**src/rtl/y86_pkg.sv**
```systemverilog
`default_nettype none
// ============================================================================
//  Module      : y86_pkg
//  Description : Shared Y86-64 constants, word type and register-ID helper.
//  Revision    : 1.0 - initial release
// ============================================================================
package y86_pkg;

    typedef logic [63:0] word_t;

    localparam int        NREG  = 15;
    localparam logic [3:0] RRSP  = 4'h4;
    localparam logic [3:0] RNONE = 4'hF;

    localparam logic [3:0] IHALT   = 4'h0;
    localparam logic [3:0] INOP    = 4'h1;
    localparam logic [3:0] IRRMOVQ = 4'h2;
    localparam logic [3:0] IIRMOVQ = 4'h3;
    localparam logic [3:0] IRMMOVQ = 4'h4;
    localparam logic [3:0] IMRMOVQ = 4'h5;
    localparam logic [3:0] IOPQ    = 4'h6;
    localparam logic [3:0] IJXX    = 4'h7;
    localparam logic [3:0] ICALL   = 4'h8;
    localparam logic [3:0] IRET    = 4'h9;
    localparam logic [3:0] IPUSHQ  = 4'hA;
    localparam logic [3:0] IPOPQ   = 4'hB;

    // IDs at or above the implemented register count behave as "no register".
    function automatic logic isReg(input logic [3:0] id, input int nreg);
        return int'(id) < nreg;
    endfunction

endpackage
`default_nettype wire

```
**src/rtl/reg_read_port.sv**
```systemverilog
`default_nettype none
// ============================================================================
//  Module      : reg_read_port
//  Description : One register-file read port: ID decode and, when
//                REGFILE_BYPASS_EN is defined, write-data forwarding (M > E).
//  Revision    : 1.0 - initial release
// ============================================================================
module reg_read_port
    import y86_pkg::*;
#(
    parameter int NREG = y86_pkg::NREG
) (
    input  logic [3:0]  src,
    input  word_t       regs [NREG],
    input  logic [3:0]  dstE,
    input  word_t       valE,
    input  logic [3:0]  dstM,
    input  word_t       valM,
    input  logic        wrEn,
    output word_t       val
);

    word_t w_stored;

    always_comb begin
        w_stored = '0;
        if (isReg(src, NREG)) begin
            w_stored = regs[src];
        end
    end

`ifdef REGFILE_BYPASS_EN
    // An invalid src can never equal a valid dst, so no separate src check.
    always_comb begin
        val = w_stored;
        if (wrEn && isReg(dstM, NREG) && (src == dstM)) begin
            val = valM;
        end else if (wrEn && isReg(dstE, NREG) && (src == dstE)) begin
            val = valE;
        end
    end
`else
    logic w_unused;

    assign val      = w_stored;
    assign w_unused = ^{dstE, valE, dstM, valM, wrEn};
`endif

endmodule
`default_nettype wire

```
**src/rtl/reg_file.sv**
```systemverilog
`default_nettype none
// ============================================================================
//  Module      : reg_file
//  Description : Y86-64 register file, two combinational read ports and two
//                write ports (E, M). Optional macro: REGFILE_BYPASS_EN.
//  Revision    : 1.0 - initial release
// ============================================================================
module reg_file
    import y86_pkg::*;
#(
    parameter int    NREG     = y86_pkg::NREG,
    parameter word_t RSP_INIT = 64'h0
) (
    input  logic        clk,
    input  logic        rst_n,
    input  logic [3:0]  srcA,
    input  logic [3:0]  srcB,
    output logic [63:0] valA,
    output logic [63:0] valB,
    input  logic [3:0]  dstE,
    input  logic [63:0] valE,
    input  logic [3:0]  dstM,
    input  logic [63:0] valM,
    input  logic        wrEn,
    output logic [63:0] rspOut
);

    word_t r_regs [NREG];
    logic  w_wrActive;
    logic  w_eValid;
    logic  w_mValid;

    // Gating with rst_n keeps forwarded data off the outputs during reset.
    assign w_wrActive = wrEn & rst_n;
    assign w_mValid   = isReg(dstM, NREG);
    assign w_eValid   = isReg(dstE, NREG) && !(w_mValid && (dstM == dstE));

    always_ff @(posedge clk or negedge rst_n) begin
        if (!rst_n) begin
            for (int i = 0; i < NREG; i++) begin
                r_regs[i] <= (i == int'(RRSP)) ? RSP_INIT : '0;
            end
        end else if (wrEn) begin
            if (w_eValid) begin
                r_regs[dstE] <= valE;
            end
            if (w_mValid) begin
                r_regs[dstM] <= valM;
            end
        end
    end

    reg_read_port #(.NREG(NREG)) u_readA (
        .src  (srcA),
        .regs (r_regs),
        .dstE (dstE),
        .valE (valE),
        .dstM (dstM),
        .valM (valM),
        .wrEn (w_wrActive),
        .val  (valA)
    );

    reg_read_port #(.NREG(NREG)) u_readB (
        .src  (srcB),
        .regs (r_regs),
        .dstE (dstE),
        .valE (valE),
        .dstM (dstM),
        .valM (valM),
        .wrEn (w_wrActive),
        .val  (valB)
    );

    generate
        if (NREG > int'(RRSP)) begin : g_rsp
            assign rspOut = r_regs[RRSP];
        end else begin : g_noRsp
            assign rspOut = '0;
        end
    endgenerate

endmodule
`default_nettype wire

```
**config.mk**
```make
export PLATFORM = sky130hd
export DESIGN_NAME = reg_file
export DESIGN_NICKNAME = d
export VERILOG_FILES = /design/src/rtl/y86_pkg.sv /design/src/rtl/reg_read_port.sv /design/src/rtl/reg_file.sv
export SDC_FILE = /design/constraint.sdc
export NUM_CORES = 2
export LEC_CHECK = 0
export ABC_CLOCK_PERIOD_IN_PS = 2400
export BUFFER_PORTS_ARGS = -buffer_cell sky130_fd_sc_hd__buf_4
export CAP_MARGIN = 20
export CORE_AREA = 2 2 233 408
export DETAILED_ROUTE_END_ITERATION = 6
export DIE_AREA = 0 0 235 410
export GPL_ROUTABILITY_DRIVEN = 0
export PLACE_DENSITY = 0.93
export REMOVE_ABC_BUFFERS = 1
export SLEW_MARGIN = 20
export SYNTH_ARGS = -nofsm -noshare
export SYNTH_HDL_FRONTEND = slang
export SYNTH_SLANG_ARGS = --single-unit
```
**constraint.sdc**
```tcl
create_clock -name clk -period 2.4 [get_ports clk]
set_input_delay 0.36 -clock clk [delete_from_list [all_inputs] [get_ports clk]]
set_output_delay 0.36 -clock clk [all_outputs]
set_load 0.02 [all_outputs]
```
==> results.md, run 1 <==
* Status: aborted with a tool error
* Exit stage: 5_1_grt
* Tool error: [ERROR GRT-0232] Routing congestion too high. Check the congestion heatmap in the GUI.
* I/O Buffers at 338
* Placed cell areas at 63500 sq um
* Cts bufs inserted at 91
* Post-DP HPWL at 155000 um
* Row cnt at 149
* Mapped Cells at 5512
* Sequential share of the synthesized area at 41.9%
* Boundary Pins at 339
* Gr usage total at 77.8%
* Largest net degree at the start of global routing at 92
* Root buffer cell: clkbuf_16
* Largest buffer count on any clock path at 3
* Die width at 235 um
* H-tree depth at 3
* Post-synthesis average cell area at 10.4 sq um
* Ys Warns at 0
* Dominant synthesized flop cell: dfrtp_1
* Distinct cell type count after synthesis at 53
* Die height at 410 um
* Clk sink count at 960
* Initial Utilization at 61.4%
* Worst ep type: primary output
* Mapped Area at 57400 sq um
* Post-synth EDFFs at 0
* Grt ovf at 23
* Async set-or-reset flop fraction in the synthesized netlist at 100%
* Register bit total from synthesis at 960
* Grt repair worst endpoint: valB[27]
==> Yosys cell counts (all sizes together) (154+ instances only) <==
master    n  area (sq um)
mux4    384          8650
nor2    615          2330
o211ai  154          1160
a221o   391          3910
a22o    177          1550
mux2i   236          2360
o21ai   306          1530
clkbuf  423          1590
buf     306          1690
nand2   716          2690
dfrtp   960         24000
o221ai  221          1940
==> metrics by stage <==
step	hold WS, ns	setup WS, ns	instances
after floorplan	0.0644	-4.61	4783
after global placement	0.356	-0.182	6758
after detailed placement	0.358	-0.180	6758
after CTS	0.000134	-0.303	7227
==> cells by family after synthesis <==
family,count (synthesis),share of synthesized area (%)
buffers and inverters,784,6.08
muxes,620,19.2
xor gates and xnor gates,4,0.0611
and+or+nand+nor,1526,10.9
AOI/OAI and AO/OA,1618,21.9
DFF,960,41.9
==> repair_timing <==
item | CTS
hold buffers | 124
gates resized for setup | 295
hold endpoints to repair | 281
pin swaps | 104
gates cloned | 0
buffers inserted | 186
setup endpoints to repair | 128
==> per-layer routing <==
metal / global-route usage, % / overflow
met1: 75.1 / 1
met5: 52.8 / 0
met4: 73.9 / 10
met3: 72.8 / 4
met2: 89.0 / 8
==> inputs of run 2 (changes only) <==
--- a/config.mk
+++ b/config.mk
@@ -8,11 +8,11 @@
 export ABC_CLOCK_PERIOD_IN_PS = 2400
 export BUFFER_PORTS_ARGS = -buffer_cell sky130_fd_sc_hd__buf_4
 export CAP_MARGIN = 20
-export CORE_AREA = 2 2 233 408
+export CORE_AREA = 2 2 382 384
 export DETAILED_ROUTE_END_ITERATION = 6
-export DIE_AREA = 0 0 235 410
+export DIE_AREA = 0 0 384 386
 export GPL_ROUTABILITY_DRIVEN = 0
-export PLACE_DENSITY = 0.93
+export PLACE_DENSITY_LB_ADDON = 0.15
 export REMOVE_ABC_BUFFERS = 1
 export SLEW_MARGIN = 20
 export SYNTH_ARGS = -nofsm -noshare
==> run 2 against run 1 <==
Net effect:
- the flow now finishes, with violations (DRC, setup timing)
- area after synthesis unchanged
- synthesized cell count is the same
==> results.md, run 2 <==
* Sequential share of the synthesized area at 41.9% (unchanged)
* Failing checks: DRC, setup timing
* Pwr/cell area at 813 nW/um^2
* Switching power at 19.3 mW
* Grt peak-use layer: met2
* Post-route cell area at 73400 sq um
* Grt ovf at 0
* Drt total wl at 259000 um
* DR pass1 iterations at 7
* Post-synthesis average cell area at 10.4 sq um (unchanged)
* Gr usage total at 34.4%
* Initial Utilization at 39.7% (was 61.4%)
* Final Max Slew Viols at 0
* Clk_skew at 0 ns
* RSZ-0062 raised after global routing: yes
* LEAKAGE at 31.3 nW
* Via/cell ratio at 6.70
* First DRT Iteration DRCs at 6902
* Cts bufs inserted at 114 (was 91)
* Row cnt at 140 (was 149)
* Overall power at 59.7 mW
* Commonest non-fill, non-tap cell in the layout: dfrtp_1
* Status: finished, violations left (was aborted with a tool error)
* Most common cell in the netlist: dfrtp_1 (unchanged)
* Proportion of layout cells with a drive suffix above 1 at 29.5%
* Die height at 386 um (was 410 um)
* Normalized max-slew margin at 26.9%
* Root buffer cell: clkbuf_16 (unchanged)
* Hold Slack at 0.0855 ns
* H-tree depth at 3 (unchanged)
* First-pass GRT wire length at 377000 um
* Met1 Usage GRT at 46.2%
* Tcrit/Tclk final at 114%
* Worst Setup Start Kind: flop
* Synth cell count leaders: dfrtp_1 (960), nand2_1 (716), nor2_1 (609) (unchanged)
* Post-synth EDFFs at 0 (unchanged)
* Max-Cap Viols at 0
* Net Sw Frac at 32.4%
* Largest net degree at the start of global routing at 99
* Critical path data required time at 2.04 ns
* Final setup vio count at 128
* DR vias at 54252
* Largest cells by area after synthesis: dfrtp_1 (42%), mux4_2 (15%), a221o_1 (6.8%) (unchanged)
* Distinct cell type count after synthesis at 53 (unchanged)
* Critical path class: reg2out
* Post-route DRC at 11
* Yosys top cell area share at 41.9% (unchanged)
* Async set-or-reset flop fraction in the synthesized netlist at 100% (unchanged)
* Seq pwr share at 38.9%
* Largest register by flop count: r_regs
* Mapped Cells at 5512 (unchanged)
* Worst-path clk slew at 0.06 ns
* Critical path peak fanout at 3
* Clk_lat worst skew at 0.77 ns
* Vias in the first global route at 54286
* WP data arrival at 2.38 ns
* Met3 usage at 8.06%
* Pre-CTS setup slack at -0.196 ns (was -0.180 ns)
* Dominant synthesized flop cell: dfrtp_1 (unchanged)
* Area Growth Syn to Fin at 27.9%
* Filler Cells Inserted at 12936
* Boundary Pins at 339 (unchanged)
* Mapped Area at 57400 sq um (unchanged)
* Hold Vio Cnt, Final at 0
* Area leader, netlist: dfrtp_1 (unchanged)
* Die area at 148000 sq um
* Routed wire per std cell at 32.1 um
* Ys Warns at 0 (unchanged)
* Int Pwr at 40.4 mW
* Clock Power Share at 30.4%
* Post-DP HPWL at 164000 um (was 155000 um)
* Placed cell areas at 65100 sq um (was 63500 sq um)
* I/O Buffers at 338 (unchanged)
* Tightest Pin Transition at 1.09 ns
* Largest buffer count on any clock path at 3 (unchanged)
* Post-route minimum period at 2.74 ns
* Die width at 384 um (was 235 um)
* Nets at 6228
* Most frequent cells in the layout: dfrtp_1 (951), buf_4 (757), nand2_1 (706)
* Clk sink count at 960 (unchanged)
* VDD IR max at 582 uV
* Initial antenna violation count at 10
* TritonCTS clock tree: yes
* Number of flip-flops in the largest register at 896
* Logic pwr share at 30.7%
* Placeable core region at 145000 sq um
* Register bit total from synthesis at 960 (unchanged)
* Worst Hold Class: in2async
* DRT antenna net count at 0
* F_max at 0.365 GHz
* Crit. End Element: output port
* M2 GR Usage at 53.2%
* Setup WS post-layout at -0.341 ns
[run 2: metrics by stage]
step | setup TNS [ns] | cells | utilization, %
finish | -22.36 | 8092 | 50.8
global route | -29.32 | 8091 | 50.8
CTS | -26.74 | 8045 | 50.2
detailed placement | -7.86 | 7508 | 45.1
global placement | -7.43 | 7508 | 45.1
floorplan | -1955.02 | 4783 | -
[run 2: worst paths after layout]
check                                 start  depth (start not counted)  slack (ns)           to
worst max-delay path            r_regs[629]                          5       -0.34     valB[53]
worst min-delay path                  rst_n                          2        0.09  r_regs[847]
worst max register to register  r_regs[706]                          3        1.07  r_regs[706]
worst min register to register  r_regs[499]                          1        0.50  r_regs[499]
max in group asynchronous             rst_n                          3        1.36    rspOut[0]
min in group clk                    dstM[3]                          4        0.16  r_regs[191]
[run 2: logic make-up after synthesis]
group / Yosys count / share of synthesized area, %
AOI/OAI and AO/OA: 1618 / 21.9
xor gates and xnor gates: 4 / 0.0611
buffers and inverters: 784 / 6.08
DFF: 960 / 41.9
muxes: 620 / 19.2
and+or+nand+nor: 1526 / 10.9
[run 2: power groups by stage]
| stage | logic, mW | clock network, mW | registers [mW] |
|---|---|---|---|
| after floorplan | 9.16 | 0 | 22.6 |
| after global placement | 15.3 | 0 | 23.4 |
| after detailed placement | 15.5 | 0 | 23.5 |
| after CTS | 17.6 | 18.3 | 23.0 |
| after global routing | 19.5 | 18.9 | 23.6 |
| final | 18.3 | 18.1 | 23.2 |
[run 2: cell type report]
class	instances	area (sq um)	area share, %
Clock buffer	171	3420	4.66
Clock inverter	36	402	0.547
Inverter	55	206	0.281
Antenna cell	3	7.51	0.0102
Sequential cell	960	24000	32.7
Tap cell	1917	2400	3.27
Multi-Input combinational cell	3768	31100	42.4
Timing Repair Buffer	1182	11800	16.1
[run 2: layer usage]
| metal | part of all wire [%] | wire, um |
|---|---|---|
| met1 | 40 | 103000 |
| met2 | 46 | 118000 |
| met3 | 10 | 26700 |
| met4 | 4.4 | 11500 |
| met5 | 0.025 | 65 |
[run 2: critical path, stage by stage, from the launching register on]
cell and delay [ns]:
dfrtp_1 0.40, buf_4 0.14, mux4_2 0.45, mux2i_1 0.22, o21ai_2 0.20, buf_6 0.19
[run 2: repair_timing]
item                                     CTS  global route
hold buffers                             158             0
endpoints found under the setup margin   128           141
pin swaps                                114            63
hold endpoints to repair                1033             0
setup buffers                            178            44
gates resized for setup                  262           118
gates cloned                               0             0
(Power assumes the default switching activity.)
